### src/rtl/vram_loader.sv
// VRAM loader: turns a screen-dump byte stream into single-cycle VRAM writes that yield to the
// CPU, then latches the trailing scroll and border/mode bytes.
module vram_loader #(
    parameter logic [15:0] BASE_ADDR  = 16'h8000,
    parameter int unsigned VRAM_BYTES = 32768,
    parameter int unsigned GAP        = 1
) (
    input  logic        clk_sys,
    input  logic        reset_n,
    input  logic        start,
    input  logic        abort,
    input  logic [7:0]  in_data,
    input  logic        in_valid,
    output logic        in_ready,
    input  logic        cpu_we,
    output logic [15:0] addr,
    output logic [7:0]  dout,
    output logic        we,
    output logic [7:0]  scroll,
    output logic [3:0]  border,
    output logic        mode512,
    output logic        busy,
    output logic        done
);

    localparam logic [1:0] ST_IDLE = 2'd0;
    localparam logic [1:0] ST_DATA = 2'd1;
    localparam logic [1:0] ST_TAIL = 2'd2;
    localparam logic [1:0] ST_DONE = 2'd3;

    localparam logic [15:0] LAST_IDX = 16'(VRAM_BYTES - 1);
    localparam logic [3:0]  GAP_LOAD = 4'(GAP);

    logic [1:0]  state_q, state_d;
    logic [15:0] count_q, count_d;
    logic        tail_idx_q, tail_idx_d;
    logic        pending_q, pending_d;
    logic [3:0]  gap_q, gap_d;
    logic [15:0] addr_q, addr_d;
    logic [7:0]  dout_q, dout_d;
    logic [7:0]  scroll_q, scroll_d;
    logic [3:0]  border_q, border_d;
    logic        mode512_q, mode512_d;

    logic abort_now;
    logic accept;

    assign abort_now = abort && (state_q != ST_IDLE);

    // Only the final VRAM write gates the tail bytes; the gap and CPU traffic do not.
    always_comb begin
        in_ready = 1'b0;
        if (state_q == ST_DATA) begin
            in_ready = ~pending_q & ~cpu_we & (gap_q == 4'd0);
        end else if (state_q == ST_TAIL) begin
            in_ready = ~pending_q;
        end
        if (abort_now) begin
            in_ready = 1'b0;
        end
    end

    assign accept  = in_valid & in_ready;
    assign we      = pending_q & ~cpu_we & ~abort_now;
    assign busy    = (state_q == ST_DATA) || (state_q == ST_TAIL);
    assign done    = (state_q == ST_DONE) && !abort_now;
    assign addr    = addr_q;
    assign dout    = dout_q;
    assign scroll  = scroll_q;
    assign border  = border_q;
    assign mode512 = mode512_q;

    always_comb begin
        state_d    = state_q;
        count_d    = count_q;
        tail_idx_d = tail_idx_q;
        pending_d  = pending_q;
        gap_d      = gap_q;
        addr_d     = addr_q;
        dout_d     = dout_q;
        scroll_d   = scroll_q;
        border_d   = border_q;
        mode512_d  = mode512_q;

        if (gap_q != 4'd0) begin
            gap_d = gap_q - 4'd1;
        end
        if (we) begin
            pending_d = 1'b0;
            gap_d     = GAP_LOAD;
        end

        case (state_q)
            ST_IDLE: begin
                if (start) begin
                    state_d    = ST_DATA;
                    count_d    = 16'd0;
                    tail_idx_d = 1'b0;
                    pending_d  = 1'b0;
                    gap_d      = 4'd0;
                end
            end
            ST_DATA: begin
                if (accept) begin
                    addr_d    = BASE_ADDR + count_q;
                    dout_d    = in_data;
                    pending_d = 1'b1;
                    count_d   = count_q + 16'd1;
                    if (count_q == LAST_IDX) begin
                        state_d    = ST_TAIL;
                        tail_idx_d = 1'b0;
                    end
                end
            end
            ST_TAIL: begin
                if (accept) begin
                    if (!tail_idx_q) begin
                        scroll_d   = in_data;
                        tail_idx_d = 1'b1;
                    end else begin
                        border_d  = in_data[3:0];
                        mode512_d = in_data[4];
                        state_d   = ST_DONE;
                    end
                end
            end
            ST_DONE: begin
                state_d = ST_IDLE;
            end
            default: begin
                state_d = ST_IDLE;
            end
        endcase

        // A pending write is dropped; latched display settings are kept.
        if (abort_now) begin
            state_d   = ST_IDLE;
            pending_d = 1'b0;
            gap_d     = 4'd0;
        end
    end

    always_ff @(posedge clk_sys) begin
        if (!reset_n) begin
            state_q    <= ST_IDLE;
            count_q    <= 16'd0;
            tail_idx_q <= 1'b0;
            pending_q  <= 1'b0;
            gap_q      <= 4'd0;
            addr_q     <= 16'd0;
            dout_q     <= 8'd0;
            scroll_q   <= 8'hFF;
            border_q   <= 4'd0;
            mode512_q  <= 1'b0;
        end else begin
            state_q    <= state_d;
            count_q    <= count_d;
            tail_idx_q <= tail_idx_d;
            pending_q  <= pending_d;
            gap_q      <= gap_d;
            addr_q     <= addr_d;
            dout_q     <= dout_d;
            scroll_q   <= scroll_d;
            border_q   <= border_d;
            mode512_q  <= mode512_d;
        end
    end

endmodule

### config.mk
export PLATFORM = sky130hd
export DESIGN_NAME = vram_loader
export DESIGN_NICKNAME = d
export VERILOG_FILES = /design/src/rtl/vram_loader.sv
export SDC_FILE = /design/constraint.sdc
export NUM_CORES = 1
export LEC_CHECK = 0
export CAP_MARGIN = 20
export CORE_MARGIN = 8
export CORE_UTILIZATION = 50
export CTS_BUF_LIST = sky130_fd_sc_hd__clkbuf_8
export CTS_CLUSTER_SIZE = 16
export DETAILED_ROUTE_END_ITERATION = 7
export PLACE_DENSITY = 0.77
export RECOVER_POWER = 100
export SLEW_MARGIN = 0
export SYNTH_ARGS = -nofsm -noshare
export SYNTH_HDL_FRONTEND = slang
export SYNTH_SLANG_ARGS = --single-unit
### constraint.sdc
create_clock -name clk_sys -period 2.1 [get_ports clk_sys]
set_input_delay 0.315 -clock clk_sys [delete_from_list [all_inputs] [get_ports clk_sys]]
set_output_delay 0.315 -clock clk_sys [all_outputs]
set_load 0.02 [all_outputs]
==> impl_metrics.yaml <==
worst_setup_path:
  critical_path.endpoint: "done"
  reg2reg_slack_ns: 0.13
  critical_path_arrival_ns: 1.70
  r2r_cell_count: 8
  timing.critical_path.cells: "inv_1 > ha_1 > nand2b_2 > and2_1 > dlygate4sd2_1"
  worst-endpoint-required_ns: 1.78
  critPathMaxStageDelay_ns: 0.36
  cp-end-kind: "output port"
  critical_path_class: "reg -> out"
  crit_path_max_fanout: 7
  critical_path.startpoint_type: "flip-flop"
  crit-reg2reg-launch: "gap_q[0]"
  regToRegEndpoint: "count_q[9]"
  startpoint: "state_q[0]"
  slowest_stage: "dfxtp_2"
die:
  core_area_mm2: 0.00554
  chipWidth_um: 92.0
  rows: 27
  die_y_um: 92.0
  floorplan.initialDensity_pct: 52.1
  fp.dieArea_mm2: 0.00846
  io_pins: 55
power:
  peak_vdd_ir_uv: 758
  power.density_cell_area_mw_per_mm2: 947
  pwr-share-clk_pct: 30.2
  power_frac_seq_pct: 35.5
  power_switching_share_pct: 32.5
  combinational_share_of_power_pct: 34.3
  leakage_nw: 1.55
  cell_int_power_mw: 2.44
  power_switching_mw: 1.18
yosys:
  synth_edf_count: 0
  flip_flop_cell_with_the_highest_count_after_synthesis: "dfxtp_1"
  netlist_instances: 331
  ys_warns: 0
  synth-seq-cells: 61
  synth.cell_area_mm2: 0.00289
  postSynthAreaPerCell_um2: 8.72
  synth-async-reset-ratio_pct: 0
  synth_nets: 352
  sequential_share_of_the_synthesized_area_pct: 42.3
  post_synth_num_cell_types: 46
sta:
  final.setup_skew_ns: 0.00841
  finalWorstPathRequiredPeriod_ns: 2.01
  rsz0062_at_grt: "false"
  post_route_fraction_of_the_period_consumed_by_the_critical_path_pct: 95.8
  max_freq_mhz: 497
  final-hold-violation-count: 0
  setup-tns-final_ns: 0
  max_slew_margin_pct: 72.2
  setup_viol: 0
  worst_pin_slew_ns: 0.417
  timing.final.max_slew_violations: 0
final_layout:
  finish.instance_area_mm2: 0.00382
  instances_no_fill: 477
  share_of_final_layout_standard_cells_stronger_than_drive_strength_1_pct: 14.3
  design.final.nets: 421
  layout_stage_area_growth_over_the_synthesis_result_pct: 32.4
  antennaDiodeCount: 0
global_route:
  grt_overflow: 0
  grt_pass1_vias: 2506
  grt_max_degree: 42
  grt_first_pass_wirelength_um: 11400
  groute.usage.overall_pct: 16.4
  grt_antenna_before_repair: 0
routing:
  drtAntennaViolNets: 0
  detail_route.wirelength_um: 6660
  drc: 0
  drt_iter0_markers: 118
  number_of_optimization_iterations_in_the_first_detailed_route_pass: 4
  detailroute.via_count: 2534
  drt-wirelength-per-cell_um: 14.0
  vias_per_cell: 5.31
place:
  post_dp_cell_area_mm2: 0.00363
  placed_cells: 461
  gp_congestion: 0.801
  detailed_place_hpwl_um: 4850
  port_buffers: 54
flow_run:
  max_cap_viols: 0
clocking:
  postCtsSetupRepairBufs: 0
  ctsHtreeMaxLevel: 3
  clock_path_buffers: 2
  worst_skew_pair.late_latency_ns: 0.34
  cts.root.buffer_cell: "clkbuf_8"
  num_cts_buffers: 9
  tritoncts: "done"
  clk_pin_slew_worst_paths_ns: 0.06
  clkSinkCount: 61
run_status:
  outcome: "finished clean"
hold_path:
  min_path_type: "reg -> reg"
-- cells by family after synthesis --
kind of cell,count (synthesis),synth area share (%)
compound gates,68,18.4
xor+xnor,1,0.303
fa+ha+maj,7,3.03
buf+inv,30,4.94
flops,61,42.3
mux,16,5.55
simple gates,148,25.5
-- critical path, delay by kind of cell (launching register included) --
kind | cells | cell delay, ns
adder cells (fa/ha/maj) | 1 | 0.21
buffers and inverters | 2 | 0.39
flip-flops | 1 | 0.36
AND/OR/NAND/NOR | 2 | 0.41
-- registers in the layout, summed over array words and instances (netlist names) --
signal      flops
count_q        16
mode512         1
dout            8
pending_q       1
border          4
gap_q           4
state_q         2
scroll          8
tail_idx_q      1
addr           16
-- layout make-up --
type,count,area [um^2]
Clock buffer,9,124
Fill cell,484,1720
Clock inverter,7,82.6
Tap cell,72,90.1
Multi-Input combinational cell,240,1520
Timing Repair Buffer,78,742
Inverter,10,37.5
Sequential cell,61,1220
-- per-stage QoR --
step	util, %	total power [mW]	setup slack (ns)	hold slack, ns
after global routing	69.0	3.84	0.0113	0.484
after global placement	65.5	2.56	-0.137	0.448
final	69.0	3.62	0.0883	0.458
after floorplan	-	2.11	0.193	0.431
after detailed placement	65.5	2.59	-0.144	0.458
after CTS	69.2	3.68	0.00721	0.467
-- cells in the final DEF, fill, tap and decap left out, drive strengths merged, types with 2 or more instances in the layout --
cell,Yosys,routed
nand2,76,76
dfxtp,61,61
dlygate4sd3,0,37
a21boi,26,26
buf,11,18
nand3,17,17
mux2i,16,16
clkbuf,9,16
nor2,15,15
clkdlybuf4s50,0,14
inv,10,12
o21ai,10,10
nor2b,8,8
a21oi,8,8
o221a,7,7
ha,7,7
o211a,6,6
nor3,6,6
nand2b,5,5
and4,3,3
or3,3,3
o21a,3,3
clkinv,0,3
and3,3,3
nor4b,2,2
nand3b,2,2
nor4,2,2
nand4,2,2
bufinv,0,2
and2,2,2
-- per-layer routing --
metal / up-vias / track usage [%] / wire (um)
met5: - / 0 / 0
met4: 0 / 7.92 / 102
met2: 38 / 29.1 / 3370
li1: 1288 / - / -
met3: 9 / 3.99 / 242
met1: 1199 / 17.9 / 2940
-- power groups by stage --
stage	registers (mW)	logic, mW	clock network [mW]
2_1_floorplan	1.34	0.775	0
3_3_place_gp	1.31	1.25	0
3_5_place_dp	1.31	1.28	0
4_1_cts	1.28	1.28	1.12
5_1_grt	1.29	1.37	1.17
6_report	1.29	1.24	1.09
-- how the worst min path moves through the flow --
stage | from | to | slack [ns] | cells after the start
after floorplan | start | gap_q[0] | 0.43 | 1
after global placement | dout[5] | dout[5] | 0.45 | 2
after detailed placement | addr[12] | addr[12] | 0.46 | 2
after CTS | addr[12] | addr[12] | 0.47 | 2
after global routing | addr[10] | addr[10] | 0.48 | 2
final | addr[11] | addr[11] | 0.46 | 2
-- repair_timing --
| action | in CTS | in global routing |
|---|---|---|
| hold buffers | 0 | 0 |
| pin swaps | 0 | 0 |
| resized for setup | 4 | 6 |
| setup endpoints to repair | 3 | 5 |
-- synthesized netlist by cell type, types with 3 or more instances --
cell / number / area (um^2)
clkbuf_1: 9 / 33.8
nand2_1: 76 / 285
o221a_2: 7 / 78.8
buf_2: 6 / 30.0
nand3_1: 15 / 75.1
o21ai_0: 9 / 45.0
nor2_1: 14 / 52.6
a21boi_1: 3 / 22.5
dfxtp_1: 61 / 1220
ha_1: 7 / 87.6
or3_1: 3 / 18.8
nor3_1: 5 / 25.0
inv_1: 10 / 37.5
and4_1: 3 / 26.3
nand2b_1: 5 / 31.3
a21boi_0: 23 / 173
mux2i_1: 16 / 160
nor2b_1: 8 / 50.1
a21oi_1: 8 / 40.0
o211a_1: 6 / 60.1
o21a_1: 3 / 22.5
No activity file was read; power rests on OpenSTA's default activity.
